`src/rtl/seg_scan_if.sv`:
```
// Scan-side signal bundle between the display scan controller and its user:
// control inputs (enable, brightness, blanking) and the mux select / anode outputs.
interface seg_scan_if;
    logic       en;
    logic [2:0] brightness;
    logic [7:0] blank_mask;
    logic [2:0] seg_sel;
    logic [7:0] an;
    logic       digit_tick;

    modport master (
        output en, brightness, blank_mask,
        input  seg_sel, an, digit_tick
    );

    modport slave (
        input  en, brightness, blank_mask,
        output seg_sel, an, digit_tick
    );
endinterface

```
`src/rtl/seg_scan_ctrl.sv`:
```
// Eight-digit seven-segment scan controller: per-slot digit select, brightness PWM,
// per-digit blanking and an all-off guard at the start of each slot.
module seg_scan_ctrl #(
    parameter int REFRESH_DIV = 100000,
    parameter int GUARD       = 4
) (
    input  logic      clk,
    input  logic      reset,
    seg_scan_if.slave scan
);
    localparam int            CW      = $clog2(REFRESH_DIV);
    localparam int            TW      = CW + 1;
    localparam logic [CW-1:0] LAST    = CW'(REFRESH_DIV - 1);
    localparam logic [TW-1:0] SLOT8   = TW'(REFRESH_DIV >> 3);
    localparam logic [TW-1:0] GUARD_W = TW'(GUARD);

    logic [CW-1:0] cnt_q, cnt_d;
    logic [2:0]    seg_sel_q, seg_sel_d;
    logic [2:0]    bright_q, bright_d;
    logic [7:0]    an_q, an_d;
    logic          digit_tick_q, digit_tick_d;
    logic [TW-1:0] thr;
    logic          lit;

    always_comb begin
        cnt_d        = cnt_q;
        seg_sel_d    = seg_sel_q;
        bright_d     = bright_q;
        digit_tick_d = 1'b0;
        if (scan.en) begin
            if (cnt_q == LAST) begin
                cnt_d     = '0;
                seg_sel_d = seg_sel_q + 3'd1;
                bright_d  = scan.brightness;
            end else begin
                cnt_d = cnt_q + 1'b1;
            end
            digit_tick_d = (cnt_d == LAST);
        end

        // (bright+1) * slot/8 as a shift-and-add over the three brightness bits
        thr = SLOT8
            + (bright_d[0] ? SLOT8        : '0)
            + (bright_d[1] ? (SLOT8 << 1) : '0)
            + (bright_d[2] ? (SLOT8 << 2) : '0);

        // Anodes are built from next-state select so they never lead or lag seg_sel
        lit  = scan.en
            && ({1'b0, cnt_d} >= GUARD_W)
            && ({1'b0, cnt_d} < thr)
            && !scan.blank_mask[seg_sel_d];
        an_d = lit ? ~(8'b1 << seg_sel_d) : 8'hFF;
    end

    always_ff @(posedge clk or negedge reset) begin
        if (!reset) begin
            cnt_q        <= '0;
            seg_sel_q    <= 3'd0;
            bright_q     <= 3'b111;
            an_q         <= 8'hFF;
            digit_tick_q <= 1'b0;
        end else begin
            cnt_q        <= cnt_d;
            seg_sel_q    <= seg_sel_d;
            bright_q     <= bright_d;
            an_q         <= an_d;
            digit_tick_q <= digit_tick_d;
        end
    end

    assign scan.seg_sel    = seg_sel_q;
    assign scan.an         = an_q;
    assign scan.digit_tick = digit_tick_q;
endmodule

```
`src/flat_wrapper.sv`:
```
// flat-port wrapper written by rule: the top's interface ports become plain ports
module seg_scan_ctrl_flat 
#(
    parameter int REFRESH_DIV = 100000,
    parameter int GUARD       = 4
)
  (clk, reset, scan_en, scan_brightness, scan_blank_mask, scan_seg_sel, scan_an, scan_digit_tick);
  seg_scan_if scan_i ();
  input  logic clk;
  input  logic reset;
  input wire logic [$bits(scan_i.en)-1:0] scan_en;
  input wire logic [$bits(scan_i.brightness)-1:0] scan_brightness;
  input wire logic [$bits(scan_i.blank_mask)-1:0] scan_blank_mask;
  output wire logic [$bits(scan_i.seg_sel)-1:0] scan_seg_sel;
  output wire logic [$bits(scan_i.an)-1:0] scan_an;
  output wire logic [$bits(scan_i.digit_tick)-1:0] scan_digit_tick;
  assign scan_i.en = scan_en;
  assign scan_i.brightness = scan_brightness;
  assign scan_i.blank_mask = scan_blank_mask;
  assign scan_seg_sel = scan_i.seg_sel;
  assign scan_an = scan_i.an;
  assign scan_digit_tick = scan_i.digit_tick;
  seg_scan_ctrl #(.REFRESH_DIV(REFRESH_DIV), .GUARD(GUARD)) u_core (.clk(clk), .reset(reset), .scan(scan_i));
endmodule
```
`config.mk`:
```
export PLATFORM = sky130hd
export DESIGN_NAME = seg_scan_ctrl_flat
export DESIGN_NICKNAME = d
export VERILOG_FILES = /design/src/rtl/seg_scan_if.sv /design/src/rtl/seg_scan_ctrl.sv /design/src/flat_wrapper.sv
export SDC_FILE = /design/constraint.sdc
export NUM_CORES = 1
export LEC_CHECK = 0
export ABC_AREA = 1
export CAP_MARGIN = 20
export CORE_MARGIN = 10
export CORE_UTILIZATION = 45
export CTS_CLUSTER_SIZE = 24
export DETAILED_ROUTE_END_ITERATION = 16
export PLACE_DENSITY = 0.69
export RECOVER_POWER = 25
export SYNTH_ARGS = -nofsm -noshare
export SYNTH_HDL_FRONTEND = slang
export SYNTH_SLANG_ARGS = --single-unit
```
`constraint.sdc`:
```
create_clock -name clk -period 9.8 [get_ports clk]
set_input_delay 1.47 -clock clk [delete_from_list [all_inputs] [get_ports clk]]
set_output_delay 1.47 -clock clk [all_outputs]
set_load 0.005 [all_outputs]
```
==> results by group <==
Power
  • Peak VDD IR: 0.05060 mV
  • P_leak: 1.534 nW
  • PD cells: 112.1 mW/mm^2

Run status
  • Failing checks: capacitance limit, slew limit
  • Status: finished with violations

Drt
  • Detail Route Antenna Nets: 0
  • DR vias: 2443
  • Initial DRC count: ~120
  • DRC: 0
  • Routed wire length: 6171 um
  • WL/cell: 12.80 um
  • DR vias/cell: 5.068
  • Drt pass-1 iters: 4

Logic synthesis
  • Sequential-to-total area share from yosys stat: 30.96%
  • Dominant register cell in the synthesized netlist: dfrtp_1
  • Top cells by count, synth: nand2_1, inv_1, nor2_1
  • Mapped Nets: 418
  • Synth cell types: 33
  • Post-Syn Instances: 380
  • Syn avg cell area: 6.924 sq um
  • Top-count cell post-synth: nand2_1
  • Yosys warns: 0
  • Leading area contributor after synthesis: dfrtp_1
  • Synth area leaders: dfrtp_1, nand2_1, ha_1
  • Mapped Area: around 0.0026 sq mm
  • Post-synth top area share: 19.97%
  • Synthesized flop and latch total: 32
  • Post-synth EDFFs: 0
  • Fraction of registers with async set/reset: 100.0%

Min path
  • Worst hold endpoint: u_core.bright_q[2]$_DFF_PN1_
  • Hold Path Class: reg -> reg
  • Min-Delay Startpoint: u_core.bright_q[2]$_DFF_PN1_
  • Hold Path Stages: 2

Flow run
  • Max-cap viol count: 1

Clocking
  • Clock root cell: clkbuf_8
  • Hold-fix buffers at CTS: 0
  • H-tree depth: 2
  • Post-CTS Resized: 0
  • CTS Sinks: 32
  • Post-CTS setup buffers: 0
  • Reg clk slew, reported paths: ~0.07 ns
  • CTS tree: yes
  • TritonCTS buffer count: 5
  • Max clock buf depth: 2
  • Worst-skew pair later-pin latency: 0.29 ns

Critical path
  • Crit-path leading delay family: simple AND/OR/NAND/NOR gates
  • Crit path kind: in -> reg
  • Worst Path Max Fanout: 23
  • Depth of the most critical reg-to-reg path: 27
  • Crit path depth: 23
  • Reg2reg setup slack: 5.50 ns
  • Critical path's most frequent cell: nand2_1
  • CP Cell Sequence: clkdlybuf4s50_1, nand3_4, or2_2, o21ai_0, inv_1, ha_1, inv_1, ha_1, nand2_1, inv_1, nand4_1, nand3_1, nand2_1, nand2_1, ha_1, a21oi_1, nand2_1, nand2_1, nand2_1, nand2_1, nand2_1, nand2_1, nand4_1
  • CP bufs+invs: 4
  • Critical Path RT: about 10 ns
  • Worst path arrival time: roughly 5.7 ns
  • Reg2reg end: u_core.scan.an[3]$_DFF_PN1_
  • Worst setup SP type: primary input
  • Slowest stage delay, CP: 1.04 ns
  • Endpoint type of the worst setup path: flip-flop
  • Slowest CP cell: clkdlybuf4s50_1
  • Worst R2R Start: u_core.cnt_q[0]$_DFF_PN0_

Floorplanning
  • Die Span Y: 96.47 um
  • # rows: 27
  • Die footprint: 0.009306 sq mm
  • Core area: 0.005574 sq mm
  • # IOs: 26
  • Initial Util: a little under half
  • Die width: 96.47 um

Place
  • Detail Placement HPWL: 4926 um
  • Buffers on Ports: 25
  • Final GP Congestion: 0.8940
  • Worst slack at placement: 4.058 ns

STA
  • Worst-Margin Slew: 1.708 ns
  • FMAX: 181.8 MHz
  • Slew headroom: -13.90%
  • Fin. Hold Viols: 0
  • Final number of max-transition violations: 33
  • Worst hold margin: 0.5468 ns
  • RSZ-0062 raised after global routing: false
  • Setup ws final: 4.298 ns
  • Setup_tns: 0 ns
  • Setup Skew: 0.007878 ns
  • Final period demand of the worst path: 5.502 ns
  • Final setup viols: 0
  • Fin crit share: between 50 and 60%

Finish
  • Multi-input logic area: 0.001588 sq mm
  • Fillers: 552
  • Seq. cell area: just over 800 sq um
  • Antenna Cells: 0
  • Synth-to-layout area growth: 15.55%
  • Final Util: between 50 and 60%
  • Share of post-route cells with drive strength above 1: 11.22%
  • Nets: 447

Global route
  • Initial antenna violation count: 0
  • Overall routing resource usage: 14.03%
  • First-pass GRT wire length: 10560 um
  • Largest net degree at the start of global routing: 33
  • GRT overflow: 0
  • Number of global-route vias before repair: 2305
-- worst reg2reg max path: cells and delay by family (launching register included) --
family / cells / cell delay (ns)
adders and majority gates: 4 / 1.17
DFF: 1 / 0.44
and+or+nand+nor: 17 / 1.90
AOI/OAI and AO/OA: 2 / 0.32
buffers and inverters: 4 / 0.35
-- worst max-delay path by stage --
stage,start,end,slack [ns]
floorplan,scan_en,u_core.scan.an[0]$_DFF_PN1_,5.55
global placement,scan_en,u_core.scan.an[4]$_DFF_PN1_,4.17
detailed placement,scan_en,u_core.scan.an[3]$_DFF_PN1_,4.06
CTS,scan_en,u_core.scan.an[3]$_DFF_PN1_,4.34
global route,scan_en,u_core.scan.an[0]$_DFF_PN1_,3.96
finish,scan_en,u_core.scan.an[3]$_DFF_PN1_,4.30
-- kinds of logic after synthesis --
family	synth area share (%)
AO/OA/AOI/OAI	7.941
buffers and inverters	8.702
flip-flops	30.96
XOR/XNOR	2.996
AND/OR/NAND/NOR	37.99
adder cells (fa/ha/maj)	11.41
-- routing by layer --
layer  vias to the layer above  GRT usage [%]  part of all wire (%)
met4                         0          5.811                   1.9
met2                        53          22.05                    46
met3                        12          2.467                   4.9
met1                      1101          18.53                    47
li1                       1277              -                     -
met5                         -              0                     0
-- sequential cells by signal (all words and copies together) (netlist names) --
| register | cells |
|---|---|
| u_core.scan.an | 8 |
| u_core.bright_q | 3 |
| u_core.scan.digit_tick | 1 |
| u_core.scan.seg_sel | 3 |
| u_core.cnt_q | 17 |
-- cell usage in the layout (no fill, tap or decap), types with 7 or more instances in the layout --
cell type,Yosys,routed
o21ai_0,15,15
clkdlybuf4s50_1,0,24
ha_1,24,24
nand3_1,26,26
nand4_1,14,14
xor2_1,7,7
a21oi_1,10,10
inv_1,49,49
dfrtp_1,21,21
dfstp_2,11,11
nand2_2,9,9
nor2_1,37,37
nand2_1,119,119
-- power breakdown --
part	leakage, nW	internal, W	total (W)	switching [W]
clock	0.0479	0.0000495	0.000103	0.0000532
combinational	1.12	0.0000298	0.0000819	0.0000521
sequential	0.364	0.000143	0.000156	0.0000132
total	1.53	0.000222	0.000341	0.000119
-- area by class of cell --
type | instances | area share (%)
multi-input combinational | 289 | 52.22
clock inverter | 3 | 0.6173
timing repair buffer | 26 | 8.354
inverter | 55 | 6.790
tap | 72 | 2.963
sequential | 32 | 26.79
clock buffer | 5 | 2.263
-- per-stage QoR --
| step | total power, W | instance area [sq um] | std cells |
|---|---|---|---|
| after global routing | 0.0003631 | 3040 | 482 |
| after floorplan | 0.0002135 | 2631 | 380 |
| after global placement | 0.0002396 | 2957 | 474 |
| after CTS | 0.0003436 | 3044 | 482 |
| final | 0.0003410 | 3040 | 482 |
| after detailed placement | 0.0002404 | 2957 | 474 |
(Power assumes the default switching activity.)
